--- src/rtl/bin2dpd_seq_if.sv ---
// rtl/bin2dpd_seq_if.sv - input/output handshake bundle for the binary-to-DPD converter
interface bin2dpd_seq_if #(
   parameter int GROUPS = 2,
   parameter int BIN_W  = 20
);
   logic                   in_valid;
   logic                   in_ready;
   logic [BIN_W-1:0]       bin_in;
   logic                   out_valid;
   logic                   out_ready;
   logic [12*GROUPS-1:0]   bcd_out;
   logic [10*GROUPS-1:0]   dpd_out;
   logic                   out_err;

   modport slave (
      input  in_valid, bin_in, out_ready,
      output in_ready, out_valid, bcd_out, dpd_out, out_err
   );

   modport master (
      output in_valid, bin_in, out_ready,
      input  in_ready, out_valid, bcd_out, dpd_out, out_err
   );
endinterface

--- src/rtl/bin2dpd_seq.sv ---
// rtl/bin2dpd_seq.sv - sequential double-dabble binary-to-BCD converter with DPD declet packing
module dpdencode (
   input  logic [11:0] i_bcd,
   output logic [9:0]  o_dpd
);
   logic w_a, w_b, w_c, w_d, w_e, w_f, w_g, w_h, w_i, w_j, w_k, w_m;

   assign {w_a, w_b, w_c, w_d} = i_bcd[11:8];
   assign {w_e, w_f, w_g, w_h} = i_bcd[7:4];
   assign {w_i, w_j, w_k, w_m} = i_bcd[3:0];

   // Selector is the set of "large" digits (8 or 9) in the group.
   always_comb begin
      o_dpd = '0;
      case ({w_a, w_e, w_i})
         3'b000:  o_dpd = {w_b, w_c, w_d, w_f, w_g, w_h, 1'b0, w_j, w_k, w_m};
         3'b001:  o_dpd = {w_b, w_c, w_d, w_f, w_g, w_h, 1'b1, 2'b00, w_m};
         3'b010:  o_dpd = {w_b, w_c, w_d, w_j, w_k, w_h, 1'b1, 2'b01, w_m};
         3'b011:  o_dpd = {w_b, w_c, w_d, 2'b10, w_h, 1'b1, 2'b11, w_m};
         3'b100:  o_dpd = {w_j, w_k, w_d, w_f, w_g, w_h, 1'b1, 2'b10, w_m};
         3'b101:  o_dpd = {w_f, w_g, w_d, 2'b01, w_h, 1'b1, 2'b11, w_m};
         3'b110:  o_dpd = {w_j, w_k, w_d, 2'b00, w_h, 1'b1, 2'b11, w_m};
         default: o_dpd = {2'b00, w_d, 2'b11, w_h, 1'b1, 2'b11, w_m};
      endcase
   end
endmodule

module bin2dpd_seq #(
   parameter int GROUPS = 2,
   parameter int BIN_W  = 20
) (
   input  logic          clk,
   input  logic          rst_n,
   bin2dpd_seq_if.slave  bus
);
   localparam int BCD_W = 12 * GROUPS;
   localparam int SH_W  = BCD_W + BIN_W;
   localparam int CNT_W = $clog2(BIN_W + 1);

   function automatic longint unsigned pow10(input int n);
      longint unsigned p;
      p = 64'd1;
      for (int k = 0; k < n; k++) p = p * 64'd10;
      return p;
   endfunction

   localparam logic [BIN_W-1:0] MAX_BIN = BIN_W'(pow10(3 * GROUPS) - 64'd1);

   typedef enum logic [1:0] {S_IDLE, S_SHIFT, S_DONE} state_t;

   state_t             r_state, w_next;
   logic [SH_W-1:0]    r_shift, w_adj, w_shifted;
   logic [CNT_W-1:0]   r_cnt;
   logic [BCD_W-1:0]   r_bcd;
   logic               r_err;
   logic [10*GROUPS-1:0] w_dpd;
   logic               w_over, w_last;

   assign w_over = bus.bin_in > MAX_BIN;
   assign w_last = (r_cnt == CNT_W'(1));

   always_comb begin
      w_adj = r_shift;
      for (int d = 0; d < 3 * GROUPS; d++) begin
         if (r_shift[BIN_W + 4*d +: 4] >= 4'd5)
            w_adj[BIN_W + 4*d +: 4] = r_shift[BIN_W + 4*d +: 4] + 4'd3;
      end
   end

   assign w_shifted = w_adj << 1;

   always_ff @(posedge clk or negedge rst_n) begin
      if (!rst_n) r_state <= S_IDLE;
      else        r_state <= w_next;
   end

   always_comb begin
      w_next        = r_state;
      bus.in_ready  = 1'b0;
      bus.out_valid = 1'b0;
      case (r_state)
         S_IDLE: begin
            bus.in_ready = 1'b1;
            if (bus.in_valid) w_next = w_over ? S_DONE : S_SHIFT;
         end
         S_SHIFT: begin
            if (w_last) w_next = S_DONE;
         end
         S_DONE: begin
            bus.out_valid = 1'b1;
            if (bus.out_ready) w_next = S_IDLE;
         end
         default: w_next = S_IDLE;
      endcase
   end

   // Results are only rewritten on completion or range error, so they stay
   // stable through backpressure and remain readable (stale) back in IDLE.
   always_ff @(posedge clk or negedge rst_n) begin
      if (!rst_n) begin
         r_shift <= '0;
         r_cnt   <= '0;
         r_bcd   <= '0;
         r_err   <= 1'b0;
      end else begin
         case (r_state)
            S_IDLE: begin
               if (bus.in_valid) begin
                  if (w_over) begin
                     r_bcd <= '0;
                     r_err <= 1'b1;
                  end else begin
                     r_shift <= {{BCD_W{1'b0}}, bus.bin_in};
                     r_cnt   <= CNT_W'(BIN_W);
                  end
               end
            end
            S_SHIFT: begin
               r_shift <= w_shifted;
               r_cnt   <= r_cnt - 1'b1;
               if (w_last) begin
                  r_bcd <= w_shifted[SH_W-1 -: BCD_W];
                  r_err <= 1'b0;
               end
            end
            default: ;
         endcase
      end
   end

   for (genvar g = 0; g < GROUPS; g++) begin : g_enc
      dpdencode u_enc (
         .i_bcd (r_bcd[12*g +: 12]),
         .o_dpd (w_dpd[10*g +: 10])
      );
   end

   assign bus.bcd_out = r_bcd;
   assign bus.dpd_out = w_dpd;
   assign bus.out_err = r_err;
endmodule
--- src/flat_wrapper.sv ---
// flat-port wrapper written by rule: the top's interface ports become plain ports
module bin2dpd_seq_flat 
#(
   parameter int GROUPS = 2,
   parameter int BIN_W  = 20
)
  (clk, rst_n, bus_in_valid, bus_bin_in, bus_out_ready, bus_in_ready, bus_out_valid, bus_bcd_out, bus_dpd_out, bus_out_err);
  bin2dpd_seq_if #(.GROUPS(GROUPS), .BIN_W(BIN_W)) bus_i ();
  input  logic clk;
  input  logic rst_n;
  input wire logic [$bits(bus_i.in_valid)-1:0] bus_in_valid;
  input wire logic [$bits(bus_i.bin_in)-1:0] bus_bin_in;
  input wire logic [$bits(bus_i.out_ready)-1:0] bus_out_ready;
  output wire logic [$bits(bus_i.in_ready)-1:0] bus_in_ready;
  output wire logic [$bits(bus_i.out_valid)-1:0] bus_out_valid;
  output wire logic [$bits(bus_i.bcd_out)-1:0] bus_bcd_out;
  output wire logic [$bits(bus_i.dpd_out)-1:0] bus_dpd_out;
  output wire logic [$bits(bus_i.out_err)-1:0] bus_out_err;
  assign bus_i.in_valid = bus_in_valid;
  assign bus_i.bin_in = bus_bin_in;
  assign bus_i.out_ready = bus_out_ready;
  assign bus_in_ready = bus_i.in_ready;
  assign bus_out_valid = bus_i.out_valid;
  assign bus_bcd_out = bus_i.bcd_out;
  assign bus_dpd_out = bus_i.dpd_out;
  assign bus_out_err = bus_i.out_err;
  bin2dpd_seq #(.GROUPS(GROUPS), .BIN_W(BIN_W)) u_core (.clk(clk), .rst_n(rst_n), .bus(bus_i));
endmodule
--- config.mk ---
export PLATFORM = sky130hd
export DESIGN_NAME = bin2dpd_seq_flat
export DESIGN_NICKNAME = d
export VERILOG_FILES = /design/src/rtl/bin2dpd_seq_if.sv /design/src/rtl/bin2dpd_seq.sv /design/src/flat_wrapper.sv
export SDC_FILE = /design/constraint.sdc
export NUM_CORES = 1
export LEC_CHECK = 0
export ABC_CLOCK_PERIOD_IN_PS = 1850
export CAP_MARGIN = 20
export CORE_MARGIN = 4
export CORE_UTILIZATION = 35
export DETAILED_ROUTE_END_ITERATION = 8
export GPL_TIMING_DRIVEN = 0
export PLACE_DENSITY_LB_ADDON = 0.1
export RECOVER_POWER = 25
export SYNTH_ARGS = -nofsm -noshare
export SYNTH_HDL_FRONTEND = slang
export SYNTH_SLANG_ARGS = --single-unit
export TNS_END_PERCENT = 30
--- constraint.sdc ---
create_clock -name clk -period 1.85 [get_ports clk]
set_input_delay 0.37 -clock clk [delete_from_list [all_inputs] [get_ports clk]]
set_output_delay 0.37 -clock clk [all_outputs]
set_load 0.01 [all_outputs]
==> results of run 1 <==
[state kept, by name, summed over array words and instances, names as in the netlist]
register	flops
u_core.r_state	2
u_core.r_shift	44
u_core.bus.out_err	1
u_core.bus.bcd_out	24
u_core.r_cnt	5
[worst paths after layout]
| check | slack (ns) | endpoint | startpoint | depth (start not counted) |
|---|---|---|---|---|
| hold reg to reg | 0.52 | u_core.r_shift[0]$_DFFE_PN0P_ | u_core.r_shift[0]$_DFFE_PN0P_ | 1 |
| setup / recovery | 0.04 | u_core.r_shift[39]$_DFFE_PN0P_ | bus_bin_in[8] | 6 |
| setup reg to reg | 0.05 | u_core.bus.bcd_out[21]$_DFFE_PN0P_ | u_core.r_cnt[1]$_DFFE_PN0P_ | 6 |
| max in group asynchronous | 0.28 | u_core.bus.bcd_out[19]$_DFFE_PN0P_ | rst_n | 3 |
| hold / removal | 0.34 | u_core.r_shift[18]$_DFFE_PN0P_ | bus_bin_in[18] | 2 |
| min in group asynchronous | 0.65 | u_core.bus.bcd_out[9]$_DFFE_PN0P_ | rst_n | 2 |
[metal layers]
layer  up-vias  routed length (um)  global-route usage
met3        10                 411              0.0304
met2        66                5990               0.301
li1       1868                   -                   -
met5         -                   0                   0
met4         0                 172              0.0630
met1      1942                5800               0.241
[layout by cell type, fill, tap and decap left out, types with 5 or more instances in the layout]
master,instances
a21oi_1,16
a211oi_1,7
a22o_1,9
dlymetal6s2s_1,8
inv_1,16
nand3_1,5
clkbuf_16,9
o21ai_0,19
nor3b_1,7
dfrtp_1,71
o2bb2ai_1,7
nand2_1,39
clkbuf_2,10
buf_4,25
xnor2_1,6
nor2_1,23
dfrtp_2,5
clkinv_2,6
clkbuf_1,9
dlygate4sd2_1,7
a21o_1,9
o22ai_1,36
a31oi_1,16
clkdlybuf4s50_1,41
ha_1,14
o31ai_1,5
nand2b_1,13
o31a_1,15
[cells in the mapped netlist, types with 13 or more instances]
cell type,instances
a21oi_1,16
o21ai_0,19
o31a_1,15
dfrtp_1,76
nand2_1,39
clkbuf_1,18
nor2_1,28
inv_1,19
nand2b_1,13
o22ai_1,36
ha_1,14
a31oi_1,16
[timing repair]
action | in CTS | in global routing
pin swaps | 5 | 6
hold buffers | 1 | 0
gates resized for setup | 72 | 43
endpoints found under the hold margin | 29 | 0
setup buffers | 10 | 5
endpoints found under the setup margin | 86 | 73
[power breakdown]
group	internal [W]	switching (W)	total (W)	leakage, nW
registers	0.00249	0.000804	0.00329	0.916
logic	0.00295	0.00295	0.00590	1.47
clock network	0.00103	0.000696	0.00173	0.146
total	0.00647	0.00445	0.0109	2.53
[logic make-up after synthesis]
logic type | count (synthesis)
AND/OR/NAND/NOR | 113
flip-flops | 76
buffers and inverters | 55
AO/OA/AOI/OAI | 177
multiplexers | 4
adder cells (fa/ha/maj) | 14
XOR/XNOR | 6
[final cells by class]
cell class / count / share of cell area
multi-input combinational: 314 / 0.392
sequential: 76 / 0.331
timing repair buffer: 86 / 0.143
buffer: 33 / 0.0399
clock buffer: 10 / 0.0397
tap: 147 / 0.0319
inverter: 20 / 0.0132
clock inverter: 6 / 0.00955
[stage by stage]
step / hold slack, ns / util / setup slack [ns] / instances / power, W
after floorplan: 0.0744 / - / 0.147 / 445 / 0.00678
after global placement: 0.483 / 0.431 / -2.49 / 661 / 0.00889
after detailed placement: 0.348 / 0.433 / -0.632 / 662 / 0.00903
after CTS: 0.460 / 0.472 / -0.0193 / 687 / 0.0109
after global routing: 0.341 / 0.480 / -0.116 / 692 / 0.0118
final: 0.344 / 0.480 / 0.0379 / 692 / 0.0109
==> Implementation_results.wiki, run 1 <==
{| class="wikitable"
! Metric !! Value
|-
| Critical Path End Type || flip-flop
|-
| Combined area of all synthesized cells || 0.00430 mm^2
|-
| Cell family with most CP delay || compound AO/OA/AOI/OAI gates
|-
| Area enclosed by the die boundary || about 0.014 mm^2
|-
| #FFs+latches synth || 76
|-
| Area contributors post-synth || dfrtp_1 (44%), o22ai_1 (5.2%), ha_1 (4.1%), nand2_1 (3.4%), o31a_1 (3.1%)
|-
| Count of routing violations after the opening detailed-route iteration || 223
|-
| Total GRT Usage || 0.182
|-
| Std-Cell Core Area || 0.0120 mm^2
|-
| Root buffer selected by CTS || clkbuf_16
|-
| Cell count after synthesis || 445
|-
| Final setup violating endpoints || 0
|-
| Actual slew at the worst max-slew pin || 0.785 ns
|-
| Residual DRC || 0
|-
| VDD IR-drop max || ~540 uV
|-
| Path type of the worst setup path || in2reg
|-
| Count of port buffers added during placement || 69
|-
| Fill count || 1167
|-
| Basic-gate share of the synthesized area counting and, or, nand and nor cells || 0.138
|-
| Final-layout setup total negative slack || 0 ns
|-
| Largest net degree at the start of global routing || 48
|-
| PD cells || ~1900 mW/mm^2
|-
| Total clock buffers created by CTS || 9
|-
| Final critical-path share of the clock period || 0.980
|-
| Final clock skew || ~0.0087 ns
|-
| Fin crit period || 1.81 ns
|-
| First-pass detailed-route iteration total || 4
|-
| Vias in the first global route || 3917
|-
| Routed length per placed instance || about 18 um
|-
| Dominant cell type by area after synthesis || dfrtp_1
|-
| Arrival time reported for the critical path endpoint || 2.03 ns
|-
| Slew Viols, Final || 0
|-
| Setup repair after global routing missed its margin || true
|-
| Clk_lat worst skew || 0.34 ns
|-
| Slew Limit Headroom || 0.477
|-
| Std-Cell Rows || 40
|-
| Prevailing post-synth register cell || dfrtp_1
|-
| Mean post-synth cell area || between 9 and 10 um^2
|-
| Mux contribution to synthesized area || 0.00932
|-
| Number of synthesized flops with an enable pin || 0
|-
| Number of primary I/O pins || 71
|-
| Post-DR vias/cell || roughly 5.6
|-
| Fraction of synthesized cell area in xor and xnor cells || 0.0122
|-
| Number of library cell types mapped by synthesis || 56
|-
| Final instance area || 0.00576 mm^2
|-
| Largest family of logic cells by synthesized area || compound AO/OA/AOI/OAI gates
|-
| Buffer and inverter count on the worst path || 2
|-
| CTS sink cnt || 76
|-
| Vertical die dimension || 119 um
|-
| Multi-input gate area in the final layout || 0.00226 mm^2
|-
| Number of vias after detailed routing || between 3000 and 4000
|-
| Total wirelength of the detailed-routed design || 12400 um
|-
| Stage delay of the slowest cell on the critical path || about 0.46 ns
|-
| Wire length of the first global-routing pass || a little over 20000 um
|-
| Area growth, synth to finish || 34.1%
|-
| Clock edge transition at the registers on the reported setup and hold paths || 0.06 ns
|-
| Bufs on Longest Clock Path || 2
|-
| Fraction of the mapped netlist area in compound gates || 0.298
|-
| Placed inst area || between 0.005 and 0.006 mm^2
|-
| Critical Path Source Type || input pin
|-
| Kind of path behind the tightest hold check || in2reg
|-
| Post-synthesis async set-or-reset flop share || 1.00
|-
| Total count of hold-check failures in the final report || 0
|-
| Crit path max fanout || 10
|-
| Antenna diode instance count || 0
|-
| Leakage power || 2.53 nW
|-
| Fraction of synthesized cell area taken by the top area cell type || 0.443
|-
| TritonCTS clock tree || done
|-
| GPL Wtd Cong || 0.834
|-
| Number of maximum-capacitance constraint violations || 0
|-
| Total congestion overflow after global routing || 0
|-
| Number of nets in the finished design || 578
|-
| Achievable clock frequency || 552 MHz
|-
| Outcome || complete, no violations
|-
| Sequential Area || around 0.0019 mm^2
|-
| Synth warnings || 0
|-
| Share of final-layout standard cells stronger than drive strength 1 || 0.178
|-
| Part of the Yosys area used for sequential elements || 0.443
|-
| Slowest stage cell, crit path || clkdlybuf4s50_1
|-
| Antenna violations before repair || 0
|-
| Antenna viol nets, final || 0
|-
| Starting density of the core || 0.358
|-
| Number of nets produced by synthesis || slightly below 500
|-
| Post-synthesis share of cell area spent on full adders, half adders and majority gates || 0.0408
|-
| H-tree levels || 3
|-
| List of cells traversed by the critical path || clkdlybuf4s50_1 > o31ai_4 > nand4b_4 > a31o_4 > buf_8 > a22o_1
|-
| HPWL after detailed placement || 8820 um
|-
| Required time reported for the critical path endpoint || 2.07 ns
|-
| Die X || 119 um
|}
Note: power is estimated with default switching activity, not from simulation.
==> inputs of run 2 (changes only) <==
Settings changed: ABC_AREA from default to 1, CORE_UTILIZATION 35 to 54, GPL_ROUTABILITY_DRIVEN from default to 0.
==> Implementation_results.wiki, run 2 <==
{| class="wikitable"
! Metric !! Value
|-
| Outcome || finished, violations left (was complete, no violations)
|-
| Violations in the final reports || negative setup slack
|-
| Actual slew at the worst max-slew pin || 1.29 ns (was 0.785 ns)
|-
| Area enclosed by the die boundary || 0.00983 mm^2 (was 0.0141 mm^2)
|-
| Total wirelength of the detailed-routed design || 11200 um (was 12400 um)
|-
| First-pass detailed-route iteration total || 4 (unchanged)
|-
| Final clock skew || 0.00223 ns (was 0.00868 ns)
|-
| Antenna diode instance count || 0 (unchanged)
|-
| Prevailing post-synth register cell || dfrtp_1 (unchanged)
|-
| Cell count after synthesis || 644 (was 445)
|-
| Required time reported for the critical path endpoint || 1.48 ns (was 2.07 ns)
|-
| Number of synthesized flops with an enable pin || 0 (unchanged)
|-
| Vertical die dimension || 99.1 um (was 119 um)
|-
| Number of nets in the finished design || 771 (was 578)
|-
| Arrival time reported for the critical path endpoint || 1.50 ns (was 2.03 ns)
|-
| Setup repair after global routing missed its margin || true (unchanged)
|-
| Critical Path Source Type || flip-flop (was input pin)
|-
| Antenna viol nets, final || 0 (unchanged)
|-
| M3 GR Usage || 0.0379 (was 0.0304)
|-
| Area contributors post-synth || dfrtp_1 (42%), nand2_1 (20%), nand3_1 (11%), inv_1 (6.8%), nor2_1 (4.1%) (was dfrtp_1 (44%), o22ai_1 (5.2%), ha_1 (4.1%), nand2_1 (3.4%), o31a_1 (3.1%))
|-
| Combined area of all synthesized cells || 0.00449 mm^2 (was 0.00430 mm^2)
|-
| Final setup violating endpoints || 1 (was 0)
|-
| Bufs on Longest Clock Path || 2 (unchanged)
|-
| Std-Cell Rows || 32 (was 40)
|-
| Power, Total || 0.00693 W (was 0.0109 W)
|-
| PnR worst setup slack || -0.0239 ns (was 0.0379 ns)
|-
| Die X || 99.1 um (was 119 um)
|-
| Number of nets produced by synthesis || 682 (was 483)
|-
| Kind of path behind the tightest hold check || reg2reg (was in2reg)
|-
| Number of vias after detailed routing || 4422 (was 3886)
|-
| Count of routing violations after the opening detailed-route iteration || 270 (was 223)
|-
| Wire length of the first global-routing pass || 19100 um (was 20400 um)
|-
| Total congestion overflow after global routing || 0 (unchanged)
|-
| Clock edge transition at the registers on the reported setup and hold paths || 0.08 ns (was 0.06 ns)
|-
| Fraction of synthesized cell area taken by the top area cell type || 0.424 (was 0.443)
|-
| Clk_lat worst skew || 0.35 ns (was 0.34 ns)
|-
| Total count of hold-check failures in the final report || 0 (unchanged)
|-
| Dominant cell type by area after synthesis || dfrtp_1 (unchanged)
|-
| PD cells || 1250 mW/mm^2 (was 1890 mW/mm^2)
|-
| Slew Limit Headroom || 0.140 (was 0.477)
|-
| Final instance area || 0.00556 mm^2 (was 0.00576 mm^2)
|-
| HPWL after detailed placement || 8150 um (was 8820 um)
|-
| Post-synthesis async set-or-reset flop share || 1.00 (unchanged)
|-
| Number of primary I/O pins || 71 (unchanged)
|-
| Highest-count cells in the layout ignoring fill and taps || nand2_1 (232), nand3_1 (101), inv_1 (76), dfrtp_1 (70), clkdlybuf4s50_1 (50) (was dfrtp_1 (71), clkdlybuf4s50_1 (41), nand2_1 (39), o22ai_1 (36), buf_4 (25))
|-
| Part of the Yosys area used for sequential elements || 0.424 (was 0.443)
|-
| Number of maximum-capacitance constraint violations || 0 (unchanged)
|-
| Path type of the worst setup path || reg2out (was in2reg)
|-
| Crit path max fanout || 4 (was 10)
|-
| Fin crit period || 1.87 ns (was 1.81 ns)
|-
| Largest net degree at the start of global routing || 55 (was 48)
|-
| H-tree levels || 3 (unchanged)
|-
| Fill count || 684 (was 1167)
|-
| Std-Cell Core Area || 0.00789 mm^2 (was 0.0120 mm^2)
|-
| Final critical-path share of the clock period || 1.01 (was 0.980)
|-
| Leakage power || 3.13 nW (was 2.53 nW)
|-
| Synth warnings || 0 (unchanged)
|-
| Slew Viols, Final || 0 (unchanged)
|-
| Post-DR vias/cell || 5.26 (was 5.62)
|-
| Minimum setup slack after placement || -0.342 ns (was -0.632 ns)
|-
| #FFs+latches synth || 76 (unchanged)
|-
| VDD IR-drop max || 743 uV (was 540 uV)
|-
| Residual DRC || 0 (unchanged)
|-
| Number of library cell types mapped by synthesis || 25 (was 56)
|-
| Achievable clock frequency || 534 MHz (was 552 MHz)
|-
| Total clock buffers created by CTS || 9 (unchanged)
|-
| Count of port buffers added during placement || 70 (was 69)
|-
| Antenna violations before repair || 0 (unchanged)
|-
| TritonCTS clock tree || done (unchanged)
|-
| Vias in the first global route || 4353 (was 3917)
|-
| Synth top cells by count || nand2_1 (234), nand3_1 (102), inv_1 (81), dfrtp_1 (76), nor2_1 (49) (was dfrtp_1 (76), nand2_1 (39), o22ai_1 (36), nor2_1 (28))
|-
| Most heavily used metal layer in global routing || met2 (unchanged)
|-
| Largest Register || u_core.r_shift (unchanged)
|-
| Critical Path End Type || output pin (was flip-flop)
|-
| Final core occ || 0.705 (was 0.480)
|-
| Starting density of the core || 0.569 (was 0.358)
|-
| Share of final-layout standard cells stronger than drive strength 1 || 0.114 (was 0.178)
|-
| Met2 Usage GRT || 0.415 (was 0.301)
|-
| Max reg flops || 44 (unchanged)
|-
| Total GRT Usage || 0.236 (was 0.182)
|-
| Most common cell in the netlist || nand2_1 (was dfrtp_1)
|-
| Mean post-synth cell area || 6.97 um^2 (was 9.66 um^2)
|-
| Placed inst area || 0.00534 mm^2 (was 0.00520 mm^2)
|-
| Commonest non-fill, non-tap cell in the layout || nand2_1 (was dfrtp_1)
|-
| Met1 Usage GRT || 0.282 (was 0.241)
|-
| CTS sink cnt || 76 (unchanged)
|-
| Routed length per placed instance || 13.3 um (was 17.9 um)
|-
| Area growth, synth to finish || 24.0% (was 34.1%)
|-
| Root buffer selected by CTS || clkbuf_8 (was clkbuf_16)
|}
[run 2: cell types whose count changed in the layout (fill, tap and decap cells not counted), moves of 12 or more]
cell	delta
inv_1	+60
nand3_1	+96
a31oi_1	-16
nor2_1	+22
buf_4	-12
o31a_1	-15
nand2b_1	-13
nand2_1	+193
o22ai_1	-35
[run 2: timing repair]
item	CTS	global route
endpoints found under the setup margin	16	62
gates resized for setup	28	38
hold endpoints to repair	22	0
hold buffers	1	0
setup buffers	4	2
pin swaps	0	0
gates cloned	0	0
[run 2: metrics by stage]
step	setup TNS [ns]	std cells	hold WS (ns)
final	-0.0239	840	0.501
after global routing	-2.94	840	0.531
after CTS	-0.257	838	0.442
after detailed placement	-16.87	817	0.282
after global placement	-190.05	816	0.478
after floorplan	0	644	0.0744
[run 2: cell families (layout without fill, tap and decap cells)]
family / Yosys count / count (layout) / share of synthesized area
and+or+nand+nor: 401 / 401 / 0.378
buffers and inverters: 114 / 208 / 0.109
DFF: 76 / 76 / 0.424
AOI/OAI and AO/OA: 34 / 34 / 0.0404
adders and majority gates: 14 / 14 / 0.0391
xor gates and xnor gates: 5 / 5 / 0.00976
[run 2: worst max-delay path, cell delays in order, from the launching register on]
cell and delay, ns:
dfrtp_2 0.44, buf_4 0.14, buf_4 0.14, a21oi_1 0.11, o21ai_0 0.09, clkdlybuf4s15_1 0.23
[run 2: area by class of cell]
cell class | count | area, um^2 | share of cell area
inverter | 83 | 312 | 0.0560
tap | 102 | 128 | 0.0229
timing repair buffer | 78 | 743 | 0.134
clock inverter | 5 | 27.5 | 0.00495
clock buffer | 11 | 141 | 0.0254
buffer | 31 | 186 | 0.0335
multi-input combinational | 454 | 2110 | 0.380
sequential | 76 | 1910 | 0.343
[run 2: final timing paths]
path,from,end,slack (ns),cells past startpoint
setup / recovery,u_core.bus.bcd_out[11]$_DFFE_PN0P_,bus_dpd_out[2],-0.02,5
hold / removal,u_core.bus.bcd_out[20]$_DFFE_PN0P_,u_core.bus.bcd_out[20]$_DFFE_PN0P_,0.50,2
setup reg to reg,u_core.r_state[1]$_DFFE_PN0P_,u_core.r_cnt[4]$_DFFE_PN0P_,0.23,7
hold reg to reg,u_core.bus.bcd_out[20]$_DFFE_PN0P_,u_core.bus.bcd_out[20]$_DFFE_PN0P_,0.50,2
max in group asynchronous,rst_n,u_core.r_state[1]$_DFFE_PN0P_,0.15,3
min in group asynchronous,rst_n,u_core.bus.bcd_out[5]$_DFFE_PN0P_,0.83,2
[run 2: per-layer routing]
metal	routed length, um	share of wire
met3	683	0.061
met2	5610	0.50
met5	0	0
met4	278	0.025
met1	4610	0.41
[run 2: power breakdown]
| group | total, W | leakage, nW | internal, W | switching, W |
|---|---|---|---|---|
| registers | 0.00249 | 1.00 | 0.00210 | 0.000386 |
| clock network | 0.00113 | 0.0889 | 0.000515 | 0.000615 |
| logic | 0.00331 | 2.03 | 0.00120 | 0.00211 |
| total | 0.00693 | 3.13 | 0.00382 | 0.00311 |
==> inputs of run 3 (changes only) <==
--- a/config.mk
+++ b/config.mk
@@ -20,2 +20 @@
 export SYNTH_SLANG_ARGS = --single-unit
-export TNS_END_PERCENT = 30
==> constraint.sdc (replaced) <==
create_clock -name clk -period 1.85 [get_ports clk]
set_input_delay 0.185 -clock clk [delete_from_list [all_inputs] [get_ports clk]]
set_output_delay 0.185 -clock clk [all_outputs]
set_load 0.01 [all_outputs]
==> Implementation_results.wiki, run 3 (synthesized netlist as in run 2, its figures left out) <==
{| class="wikitable"
! Metric !! Value
|-
| First-pass detailed-route iteration total || 4 (unchanged)
|-
| Slew Viols, Final || 0 (unchanged)
|-
| Fin crit period || 1.84 ns (was 1.87 ns)
|-
| Power share of the sequential group || 0.357 (was 0.359)
|-
| Critical path's most frequent cell || nand3_1 (was buf_4)
|-
| Clock edge transition at the registers on the reported setup and hold paths || 0.08 ns (about the same)
|-
| Final-layout setup total negative slack || 0 ns (was -0.0239 ns)
|-
| Final clock skew || 0.00675 ns (was 0.00223 ns)
|-
| Wire length of the first global-routing pass || 19100 um (about the same)
|-
| Endpoint of the worst hold path || u_core.r_shift[0]$_DFFE_PN0P_ (was u_core.bus.bcd_out[20]$_DFFE_PN0P_)
|-
| Max reg flops || 44 (unchanged)
|-
| Number of nets in the finished design || 772 (was 771)
|-
| Stage delay of the slowest cell on the critical path || 0.53 ns (was 0.44 ns)
|-
| Vertical die dimension || 99.1 um (unchanged)
|-
| Total congestion overflow after global routing || 0 (unchanged)
|-
| Share of final-layout standard cells stronger than drive strength 1 || 0.0934 (was 0.114)
|-
| Worst hold path startpoint || bus_bin_in[0] (was u_core.bus.bcd_out[20]$_DFFE_PN0P_)
|-
| Final setup violating endpoints || 0 (was 1)
|-
| Residual DRC || 0 (unchanged)
|-
| Achievable clock frequency || 545 MHz (was 534 MHz)
|-
| Minimum setup slack after placement || -0.157 ns (was -0.342 ns)
|-
| Number of maximum-capacitance constraint violations || 0 (unchanged)
|-
| Total GRT Usage || 0.236 (about the same)
|-
| Worst reg2reg path depth || 6 (was 7)
|-
| Area enclosed by the die boundary || 0.00983 mm^2 (unchanged)
|-
| Actual slew at the worst max-slew pin || 1.28 ns (was 1.29 ns)
|-
| HPWL after detailed placement || 8150 um (unchanged)
|-
| Number of cells traversed by the worst hold path || 5 (was 2)
|-
| Required time reported for the critical path endpoint || 1.66 ns (was 1.48 ns)
|-
| Cell family with most CP delay || buffers and inverters (unchanged)
|-
| Kind of path behind the tightest hold check || in2reg (was reg2reg)
|-
| DRT met1 WL || 4650 um (was 4610 um)
|-
| Placed inst area || 0.00534 mm^2 (unchanged)
|-
| TritonCTS clock tree || done (unchanged)
|-
| Critical Path Source Type || flip-flop (unchanged)
|-
| Final instance area || 0.00558 mm^2 (was 0.00556 mm^2)
|-
| Slew Limit Headroom || 0.149 (was 0.140)
|-
| Reg-to-reg endpoint || u_core.r_cnt[4]$_DFFE_PN0P_ (unchanged)
|-
| Path type of the worst setup path || reg2out (unchanged)
|-
| Die X || 99.1 um (unchanged)
|-
| Clock share of power || 0.164 (was 0.163)
|-
| PD cells || 1250 mW/mm^2 (about the same)
|-
| Outcome || complete, no violations (was finished, violations left)
|-
| Routed length on met3 || 649 um (was 683 um)
|-
| Std-Cell Rows || 32 (unchanged)
|-
| Switching Share || 0.447 (was 0.449)
|-
| Starting density of the core || 0.569 (unchanged)
|-
| Routed length per placed instance || 13.2 um (was 13.3 um)
|-
| Worst r2r src || u_core.r_state[1]$_DFFE_PN0P_ (unchanged)
|-
| VDD IR-drop max || 786 uV (was 743 uV)
|-
| Antenna viol nets, final || 0 (unchanged)
|-
| Crit path max fanout || 3 (was 4)
|-
| List of cells traversed by the critical path || nor2_2 > nand3_1 > nand3_1 > clkdlybuf4s50_1 (was buf_4 > buf_4 > a21oi_1 > o21ai_0 > clkdlybuf4s15_1)
|-
| Critical Path End Type || output pin (unchanged)
|-
| Number of primary I/O pins || 71 (unchanged)
|-
| Antenna diode instance count || 0 (unchanged)
|-
| PnR worst setup slack || 0.0149 ns (was -0.0239 ns)
|-
| Final critical-path share of the clock period || 0.992 (was 1.01)
|-
| Antenna violations before repair || 0 (unchanged)
|-
| Uppermost routed layer || met4 (unchanged)
|-
| Post-DR vias/cell || 5.21 (was 5.26)
|-
| Number of vias after detailed routing || 4384 (was 4422)
|-
| Buffer and inverter count on the worst path || 1 (was 3)
|-
| Commonest non-fill, non-tap cell in the layout || nand2_1 (unchanged)
|-
| Final core occ || 0.708 (was 0.705)
|-
| Count of routing violations after the opening detailed-route iteration || 298 (was 270)
|-
| Total count of hold-check failures in the final report || 0 (unchanged)
|-
| Leakage power || 3.08 nW (was 3.13 nW)
|-
| CTS sink cnt || 76 (unchanged)
|-
| Slowest stage cell, crit path || clkdlybuf4s50_1 (was dfrtp_2)
|-
| Total wirelength of the detailed-routed design || 11100 um (was 11200 um)
|-
| H-tree levels || 3 (unchanged)
|-
| Std-Cell Core Area || 0.00789 mm^2 (unchanged)
|-
| Highest-count cells in the layout ignoring fill and taps || nand2_1 (233), nand3_1 (102), inv_1 (76), dfrtp_1 (69), clkdlybuf4s50_1 (58) (was nand2_1 (232), nand3_1 (101), inv_1 (76), dfrtp_1 (70), clkdlybuf4s50_1 (50))
|-
| Largest net degree at the start of global routing || 55 (unchanged)
|-
| Vias in the first global route || 4363 (was 4353)
|-
| Area growth, synth to finish || 24.5% (was 24.0%)
|-
| Design internal power || 0.00385 W (was 0.00382 W)
|-
| Arrival time reported for the critical path endpoint || 1.65 ns (was 1.50 ns)
|-
| Power spent charging and discharging nets || 0.00311 W (about the same)
|-
| Setup slack of the most critical reg-to-reg path || 0.21 ns (was 0.23 ns)
|-
| Count of port buffers added during placement || 70 (unchanged)
|-
| Bufs on Longest Clock Path || 2 (unchanged)
|-
| Root buffer selected by CTS || clkbuf_8 (unchanged)
|-
| Total clock buffers created by CTS || 9 (unchanged)
|-
| Routed wl met2 || 5570 um (was 5610 um)
|-
| Clk_lat worst skew || 0.35 ns (about the same)
|-
| Largest Register || u_core.r_shift (unchanged)
|-
| Combinational group share of total power || 0.480 (was 0.478)
|}
[run 3: cell types whose count changed in the layout (fill, tap and decap cells not counted), sizes merged]
cell / previous run / this run
buf: 27 / 28
clkbuf: 30 / 23
clkdlybuf4s15: 1 / 0
clkdlybuf4s50: 50 / 58
dlygate4sd2: 7 / 8
dlymetal6s2s: 4 / 3
[run 3: tightest hold or removal path, delay by kind of cell]
kind / cells / cell delay (ns)
buf+inv: 2 / 0.44
simple gates: 3 / 0.14
[run 3: worst max-delay path by stage]
stage / start / end / slack [ns] / cells after the start
global placement: rst_n / u_core.r_shift[3]$_DFFE_PN0P_ / -2.12 / 1
detailed placement: bus_bin_in[6] / u_core.r_cnt[4]$_DFFE_PN0P_ / -0.16 / 11
floorplan: u_core.r_state[1]$_DFFE_PN0P_ / u_core.bus.bcd_out[0]$_DFFE_PN0P_ / 0.39 / 7
CTS: u_core.bus.bcd_out[19]$_DFFE_PN0P_ / bus_dpd_out[19] / -0.0005 / 4
finish: u_core.bus.bcd_out[7]$_DFFE_PN0P_ / bus_dpd_out[1] / 0.01 / 4
global route: u_core.bus.bcd_out[3]$_DFFE_PN0P_ / bus_dpd_out[1] / -0.03 / 4
[run 3: timing repair]
item                       in CTS  in global routing
hold endpoints to repair       22                  0
resized for setup              18                  9
buffers inserted                6                  1
hold buffers                    1                  0
setup endpoints to repair      13                  6
pin swaps                       1                  0
gates cloned                    0                  0
[run 3: final cells by class]
type                            instances  area [um^2]
Sequential cell                        76         1910
Buffer                                 31          178
Tap cell                              102          128
Timing Repair Buffer                   79          782
Clock buffer                           11          141
Clock inverter                          5         27.5
Multi-Input combinational cell        454         2100
Inverter                               83          312
Fill cell                             683         2300
[run 3: power by group through the flow]
stage,logic (W),registers [W],clock network [W]
final,0.00334,0.00248,0.00114
after global routing,0.00375,0.00254,0.00122
after CTS,0.00333,0.00247,0.00115
after detailed placement,0.00332,0.00249,0
after global placement,0.00320,0.00246,0
after floorplan,0.00221,0.00244,0
[run 3: routing by layer]
metal  up-vias  global-route usage
met5         -                   0
met4         0               0.110
met3        25              0.0386
met2       127               0.416
met1      2042               0.279
li1       2190                   -
[run 3: metrics by stage]
stage,hold slack [ns],power [W],instances
2_1_floorplan,-0.111,0.00465,644
3_5_place_dp,0.0970,0.00582,817
5_1_grt,0.465,0.00751,841
3_3_place_gp,0.478,0.00566,816
6_report,0.454,0.00695,841
4_1_cts,0.257,0.00695,840
